[config.mk]
export PLATFORM = sky130hd
export DESIGN_NAME = keypad_scanner
export DESIGN_NICKNAME = d
export VERILOG_FILES = /design/src/rtl/keypad_scanner_pkg.sv /design/src/rtl/keypad_debounce.sv /design/src/rtl/keypad_scanner.sv
export SDC_FILE = /design/constraint.sdc
export NUM_CORES = 1
export LEC_CHECK = 0
export CAP_MARGIN = 40
export CORE_MARGIN = 5
export CORE_UTILIZATION = 37
export DETAILED_ROUTE_END_ITERATION = 7
export GPL_ROUTABILITY_DRIVEN = 0
export PLACE_DENSITY = 0.5
export SYNTH_ARGS = -nofsm -noshare
export SYNTH_HDL_FRONTEND = slang
export SYNTH_HIERARCHICAL = 1
export SYNTH_SLANG_ARGS = --single-unit
[constraint.sdc]
create_clock -name clk -period 8.67 [get_ports clk]
set_clock_uncertainty 0.05 [all_clocks]
set_input_delay 1.734 -clock clk [delete_from_list [all_inputs] [get_ports clk]]
set_output_delay 1.734 -clock clk [all_outputs]
set_load 0.005 [all_outputs]
[src/rtl/keypad_scanner_pkg.sv]
// Shared keypad definitions: key codes, FSM/frame encodings and the (row,col) to code map.
// Used by keypad_scanner, keypad_debounce and the downstream control FSM.
package keypad_scanner_pkg;

    localparam int unsigned ROWS   = 4;
    localparam int unsigned COLS   = 3;
    localparam int unsigned CODE_W = 4;
    localparam int unsigned CNT_W  = 4;

    localparam logic [CODE_W-1:0] KEY_0      = 4'd0;
    localparam logic [CODE_W-1:0] KEY_1      = 4'd1;
    localparam logic [CODE_W-1:0] KEY_2      = 4'd2;
    localparam logic [CODE_W-1:0] KEY_3      = 4'd3;
    localparam logic [CODE_W-1:0] KEY_4      = 4'd4;
    localparam logic [CODE_W-1:0] KEY_5      = 4'd5;
    localparam logic [CODE_W-1:0] KEY_6      = 4'd6;
    localparam logic [CODE_W-1:0] KEY_7      = 4'd7;
    localparam logic [CODE_W-1:0] KEY_8      = 4'd8;
    localparam logic [CODE_W-1:0] KEY_9      = 4'd9;
    localparam logic [CODE_W-1:0] KEY_START  = 4'd10;
    localparam logic [CODE_W-1:0] KEY_CANCEL = 4'd11;

    typedef enum logic [1:0] {
        ST_IDLE     = 2'd0,
        ST_DEBOUNCE = 2'd1,
        ST_PRESSED  = 2'd2
    } kp_state_e;

    typedef enum logic [1:0] {
        FR_NONE   = 2'd0,
        FR_SINGLE = 2'd1,
        FR_MULTI  = 2'd2
    } frame_kind_e;

    typedef struct packed {
        frame_kind_e         kind;
        logic [CODE_W-1:0]   code;
    } frame_t;

    // Rows 0..2 carry the digits 1..9; row 3 is '*', '0', '#'.
    function automatic logic [CODE_W-1:0] key_map(input logic [1:0] row, input logic [1:0] col);
        logic [CODE_W-1:0] code;
        if (row == 2'd3) begin
            case (col)
                2'd0:    code = KEY_START;
                2'd1:    code = KEY_0;
                default: code = KEY_CANCEL;
            endcase
        end else begin
            code = CODE_W'(32'(row) * 32'd3 + 32'(col) + 32'd1);
        end
        return code;
    endfunction

endpackage

[src/rtl/keypad_debounce.sv]
// Frame-level debounce FSM: accepts a single stable key, waits for full release.
// Build macro KEYPAD_AUTOREPEAT_EN enables repeat pulses while the key stays held.
module keypad_debounce
    import keypad_scanner_pkg::*;
#(
    parameter int unsigned DEBOUNCE_CNT  = 4,
    parameter int unsigned REPEAT_FRAMES = 50
) (
    input  logic              clk,
    input  logic              rst_n,
    input  logic              frame_valid,
    input  frame_t            frame,
    output logic [CODE_W-1:0] key_code,
    output logic              key_valid,
    output logic              key_held
);

    kp_state_e         state, state_d;
    logic [CODE_W-1:0] cand, cand_d;
    logic [CNT_W-1:0]  cnt, cnt_d;
    logic [CNT_W-1:0]  rel, rel_d;
    logic              accept_c, release_c, repeat_c;
    logic [CODE_W-1:0] key_code_d;
    logic              key_valid_d, key_held_d;
    logic              single_c;

    assign single_c = (frame.kind == FR_SINGLE);

`ifdef KEYPAD_AUTOREPEAT_EN
    localparam int unsigned RPT_W = (REPEAT_FRAMES > 1) ? $clog2(REPEAT_FRAMES + 1) : 1;
    logic [RPT_W-1:0] rpt, rpt_d;
`else
    logic unused_repeat;
    assign unused_repeat = ^32'(REPEAT_FRAMES);
`endif

    // State, counter and registered-output update.
    always_ff @(posedge clk or negedge rst_n) begin
        if (!rst_n) begin
            state     <= ST_IDLE;
            cand      <= '0;
            cnt       <= '0;
            rel       <= '0;
            key_code  <= '0;
            key_valid <= 1'b0;
            key_held  <= 1'b0;
`ifdef KEYPAD_AUTOREPEAT_EN
            rpt       <= '0;
`endif
        end else begin
            state     <= state_d;
            cand      <= cand_d;
            cnt       <= cnt_d;
            rel       <= rel_d;
            key_code  <= key_code_d;
            key_valid <= key_valid_d;
            key_held  <= key_held_d;
`ifdef KEYPAD_AUTOREPEAT_EN
            rpt       <= rpt_d;
`endif
        end
    end

    // Next-state: only acts on the frame evaluation strobe.
    always_comb begin
        state_d   = state;
        cand_d    = cand;
        cnt_d     = cnt;
        rel_d     = rel;
        accept_c  = 1'b0;
        release_c = 1'b0;
        repeat_c  = 1'b0;
`ifdef KEYPAD_AUTOREPEAT_EN
        rpt_d     = rpt;
`endif
        if (frame_valid) begin
            case (state)
                ST_IDLE: begin
                    if (single_c) begin
                        cand_d = frame.code;
                        if (DEBOUNCE_CNT <= 1) begin
                            accept_c = 1'b1;
                            state_d  = ST_PRESSED;
                            cnt_d    = '0;
                            rel_d    = '0;
                        end else begin
                            cnt_d   = CNT_W'(1);
                            state_d = ST_DEBOUNCE;
                        end
                    end
                end
                ST_DEBOUNCE: begin
                    if (single_c && (frame.code == cand)) begin
                        if ((cnt + CNT_W'(1)) == CNT_W'(DEBOUNCE_CNT)) begin
                            accept_c = 1'b1;
                            state_d  = ST_PRESSED;
                            cnt_d    = '0;
                            rel_d    = '0;
                        end else begin
                            cnt_d = cnt + CNT_W'(1);
                        end
                    end else begin
                        state_d = ST_IDLE;
                        cnt_d   = '0;
                    end
                end
                ST_PRESSED: begin
                    if (frame.kind == FR_NONE) begin
                        if ((rel + CNT_W'(1)) == CNT_W'(DEBOUNCE_CNT)) begin
                            release_c = 1'b1;
                            state_d   = ST_IDLE;
                            rel_d     = '0;
                        end else begin
                            rel_d = rel + CNT_W'(1);
                        end
                    end else begin
                        rel_d = '0;
                    end
`ifdef KEYPAD_AUTOREPEAT_EN
                    if (single_c && (frame.code == cand)) begin
                        if ((rpt + RPT_W'(1)) == RPT_W'(REPEAT_FRAMES)) begin
                            repeat_c = 1'b1;
                            rpt_d    = '0;
                        end else begin
                            rpt_d = rpt + RPT_W'(1);
                        end
                    end else begin
                        rpt_d = '0;
                    end
`endif
                end
                default: begin
                    state_d = ST_IDLE;
                    cnt_d   = '0;
                    rel_d   = '0;
                end
            endcase
`ifdef KEYPAD_AUTOREPEAT_EN
            if (accept_c) begin
                rpt_d = '0;
            end
`endif
        end
    end

    // Output next values; key_valid is a one-cycle pulse after the evaluation edge.
    always_comb begin
        key_code_d  = key_code;
        key_valid_d = 1'b0;
        key_held_d  = key_held;
        if (accept_c) begin
            key_code_d  = cand_d;
            key_valid_d = 1'b1;
            key_held_d  = 1'b1;
        end
        if (repeat_c) begin
            key_valid_d = 1'b1;
        end
        if (release_c) begin
            key_held_d = 1'b0;
        end
    end

endmodule

[src/rtl/keypad_scanner.sv]
// 4x3 matrix keypad scanner: column drive, row synchronizer, frame classification.
// Build macro KEYPAD_AUTOREPEAT_EN adds held-key repeat pulses in keypad_debounce.
module keypad_scanner
    import keypad_scanner_pkg::*;
#(
    parameter int unsigned SCAN_DIV      = 1000,
    parameter int unsigned DEBOUNCE_CNT  = 4,
    parameter int unsigned REPEAT_FRAMES = 50
) (
    input  logic                clk,
    input  logic                rst_n,
    input  logic [ROWS-1:0]     row_in,
    output logic [COLS-1:0]     col_out,
    output logic [CODE_W-1:0]   key_code,
    output logic                key_valid,
    output logic                key_held
);

    localparam int unsigned DIV_W = (SCAN_DIV > 1) ? $clog2(SCAN_DIV) : 1;

    logic [DIV_W-1:0]           div_cnt;
    logic [1:0]                 col_idx;
    logic [ROWS-1:0]            row_meta, row_sync;
    logic [ROWS-1:0]            samp0, samp1;
    logic                       col_last_c;
    logic                       frame_valid_c;
    logic [COLS-1:0][ROWS-1:0]  frame_rows_c;
    logic [3:0]                 hits_c;
    frame_t                     frame_c;

    // Two-flop synchronizer; idle rows read high.
    always_ff @(posedge clk or negedge rst_n) begin
        if (!rst_n) begin
            row_meta <= '1;
            row_sync <= '1;
        end else begin
            row_meta <= row_in;
            row_sync <= row_meta;
        end
    end

    assign col_last_c    = (div_cnt == DIV_W'(SCAN_DIV - 1));
    assign frame_valid_c = col_last_c && (col_idx == 2'd2);

    // Divider and column walk; rows are captured on the last count of each column.
    always_ff @(posedge clk or negedge rst_n) begin
        if (!rst_n) begin
            div_cnt <= '0;
            col_idx <= 2'd0;
            col_out <= 3'b110;
            samp0   <= '1;
            samp1   <= '1;
        end else if (col_last_c) begin
            div_cnt <= '0;
            case (col_idx)
                2'd0: begin
                    samp0   <= row_sync;
                    col_idx <= 2'd1;
                    col_out <= 3'b101;
                end
                2'd1: begin
                    samp1   <= row_sync;
                    col_idx <= 2'd2;
                    col_out <= 3'b011;
                end
                default: begin
                    col_idx <= 2'd0;
                    col_out <= 3'b110;
                end
            endcase
        end else begin
            div_cnt <= div_cnt + DIV_W'(1);
        end
    end

    // Column 2 is not stored: it is classified straight from the live synchronized rows.
    assign frame_rows_c = {row_sync, samp1, samp0};

    always_comb begin
        hits_c       = '0;
        frame_c.code = '0;
        frame_c.kind = FR_NONE;
        for (int c = 0; c < COLS; c++) begin
            for (int r = 0; r < ROWS; r++) begin
                if (!frame_rows_c[c][r]) begin
                    hits_c       = hits_c + 4'd1;
                    frame_c.code = key_map(2'(r), 2'(c));
                end
            end
        end
        if (hits_c == 4'd1) begin
            frame_c.kind = FR_SINGLE;
        end else if (hits_c != 4'd0) begin
            frame_c.kind = FR_MULTI;
        end
    end

    keypad_debounce #(
        .DEBOUNCE_CNT  (DEBOUNCE_CNT),
        .REPEAT_FRAMES (REPEAT_FRAMES)
    ) u_debounce (
        .clk         (clk),
        .rst_n       (rst_n),
        .frame_valid (frame_valid_c),
        .frame       (frame_c),
        .key_code    (key_code),
        .key_valid   (key_valid),
        .key_held    (key_held)
    );

endmodule

==> impl_metrics.json <==
{
  "dpl-instance-area_mm2": 0.003735,
  "die_height_um": 106.9,
  "worstSetupPathType": "flip-flop to flip-flop",
  "fin_cells": 482,
  "drv_cap": 0,
  "grt_pass1_wl_um": 12160,
  "final_hold_viol_count": 0,
  "gr-usage-all-layers": 0.1287,
  "post-place-cells": 473,
  "design.portCount": 15,
  "place_worst_setup_slack_ns": 0.3420,
  "postLayoutCoreUtil": 0.4211,
  "synthArstFlopShare": 1.000,
  "timing.critical_path.from_type": "flip-flop",
  "ys_types": 67,
  "irDropWorstVdd_mv": 0.08363,
  "die_w_um": 106.9,
  "worstPathRequired_ns": 8.82,
  "period_minus_slack_ns": 8.035,
  "critical-path-slowest-cell": "xor3_4",
  "post_synth_instance_area_mm2": 0.003473,
  "synthesis.nets": 376,
  "yosys-top-cells-count": "33 x dfrtp_1, 33 x nand2_1, 23 x nor2_1, 23 x o21ai_0",
  "hold_ws_ns": 0.3087,
  "cts.sink_count": 51,
  "fmaxAchievable_mhz": 124.5,
  "synth-seq-area-share": 0.3739,
  "via_count": 2547,
  "ctsHoldBuffers": 0,
  "critical-path-max-stage-delay_ns": 0.60,
  "timing.critical_path.buf_inv": 4,
  "yosysWarningCount": 6,
  "routed_wl_um": 6760,
  "synth_enable_flop_cells": 0,
  "critical_path.top_delay_family": "adder cells",
  "path_max_fanout": 6,
  "path_clk_slew_ns": 0.10,
  "first_global_vias": 2553,
  "drt_first_iter_violations": 36,
  "global_route.overflow_total": 0,
  "slew_violations": 0,
  "cts_root_buf": "clkbuf_8",
  "clockBufferDepth": 2,
  "synth.avg_cell_area_um2": 9.812,
  "post-route-period-util": 0.9268,
  "finalSetupViolations": 0,
  "core_area_mm2": 0.009196,
  "floorplan.initialDensity": 0.3777,
  "status": "complete, no violations",
  "cts-buffers-inserted": 5,
  "drt_pass1_iterations": 4,
  "n_antenna_cell": 0,
  "synthDominantAreaCellType": "dfrtp_1",
  "worst-slew-pin-transition_ns": 0.7752,
  "yosys_register_bits": 51,
  "largest_net_degree_at_the_start_of_global_routing": 52,
  "hold_path_class": "flip-flop to flip-flop",
  "cts_tree": "done",
  "grt_antenna_before_repair": 0,
  "cts_max_level": 2,
  "setup_tns_ns": 0,
  "io_buffer_count": 14,
  "synth_area_leaders": "dfrtp_1 24%, dfstp_2 14%, ha_1 5.8%",
  "avgRoutedWirePerCell_um": 14.02,
  "insertion_delay_ns": 0.30,
  "power.density_cell_area_mw_per_mm2": 113.6,
  "crit_arrival_ns": 8.18,
  "ys_dominant_reg_cell": "dfrtp_1",
  "leakage_dissipation_nw": 1.597,
  "top_cell_type_s_share_of_synthesized_area": 0.2378,
  "worst_path_most_repeated_cell": "ha_1",
  "area_growth_syn_to_layout_pct": 11.49,
  "synthCells": 354,
  "rows": 35,
  "vias_per_cell": 5.284,
  "timing.slew.headroom": 0.4792,
  "die_area_mm2": 0.01143,
  "design_area_mm2": 0.003872,
  "detail-route-antenna-nets": 0,
  "nets": 392,
  "layout-drive-gt1-share": 0.1887,
  "fin_ws_ns": 0.6347,
  "hpwl_um": 5093,
  "crit_path_end_kind": "flip-flop",
  "total_power_mw": 0.4398,
  "final_routed_drc_violation_total": 0
}
cells in the final DEF (no fill, tap or decap), types with 6 or more instances in the layout:
cell type,instances
nor3_1,7
dfrtp_1,33
nor2b_1,12
ha_1,16
nand3_1,13
o21ai_0,21
nand2b_1,6
xnor2_2,6
nor3b_1,6
a21oi_1,8
mux2_2,13
nor2_1,21
nand2_1,33
dfstp_2,18
xor2_1,6
xnor2_1,17
clkdlybuf4s50_1,13
inv_1,18
cells by family (layout without fill, tap and decap cells):
| family | count (synthesis) | after routing | share of synthesized area |
|---|---|---|---|
| muxes | 16 | 16 | 0.05223 |
| xor gates and xnor gates | 34 | 34 | 0.1207 |
| DFF | 51 | 51 | 0.3739 |
| adders and majority gates | 16 | 16 | 0.05764 |
| AOI/OAI and AO/OA | 79 | 79 | 0.1542 |
| and+or+nand+nor | 129 | 129 | 0.2082 |
| buffers and inverters | 29 | 46 | 0.03314 |
power by group:
group / switching (mW) / total, mW / internal, mW
registers: 0.00389 / 0.245 / 0.242
clock network: 0.0790 / 0.165 / 0.0861
logic: 0.0168 / 0.0293 / 0.0125
total: 0.0997 / 0.440 / 0.340
metal layers:
metal	share of wire	up-vias	GRT usage	routed length, um
li1	-	1302	-	-
met1	0.53	1214	0.1844	3593
met2	0.44	23	0.2014	2957
met3	0.018	8	0.02228	120
met4	0.013	0	0.03288	88
met5	0	-	0	0
state kept, by name, indices dropped and copies added (netlist names):
signal / cells
row_meta: 4
col_idx: 2
row_sync: 4
u_debounce/cnt: 4
u_debounce/key_held: 1
div_cnt: 10
u_debounce/key_code: 4
samp1: 4
u_debounce/cand: 4
u_debounce/rel: 4
u_debounce/state: 2
col_out: 3
u_debounce/key_valid: 1
samp0: 4
worst paths after layout:
kind                                       start                                 end  slack [ns]  cells past startpoint
setup / recovery            samp0[1]$_DFFE_PN1P_  u_debounce/key_code[0]$_DFFE_PN0P_        0.63                     37
hold / removal             row_meta[1]$_DFF_PN1_               row_sync[1]$_DFF_PN1_        0.31                      0
setup reg to reg            samp0[1]$_DFFE_PN1P_  u_debounce/key_code[0]$_DFFE_PN0P_        0.63                     37
hold reg to reg            row_meta[1]$_DFF_PN1_               row_sync[1]$_DFF_PN1_        0.31                      0
max in group asynchronous                  rst_n                samp1[3]$_DFFE_PN1P_        6.67                      2
min in group asynchronous                  rst_n       u_debounce/cnt[2]$_DFFE_PN0P_        1.48                      2
layout make-up:
type,instances,area [um^2]
fill,914,5324
multi-input combinational,274,2078
sequential,51,1299
timing repair buffer,20,177.7
tap,111,138.9
clock buffer,5,68.82
inverter,18,67.56
clock inverter,3,42.54
timing repair:
| action | CTS | global route |
|---|---|---|
| gates resized for setup | 0 | 7 |
| endpoints found under the setup margin | 0 | 12 |
| endpoints found under the hold margin | 0 | 0 |
| buffers inserted | 0 | 1 |
(Power assumes the default switching activity.)
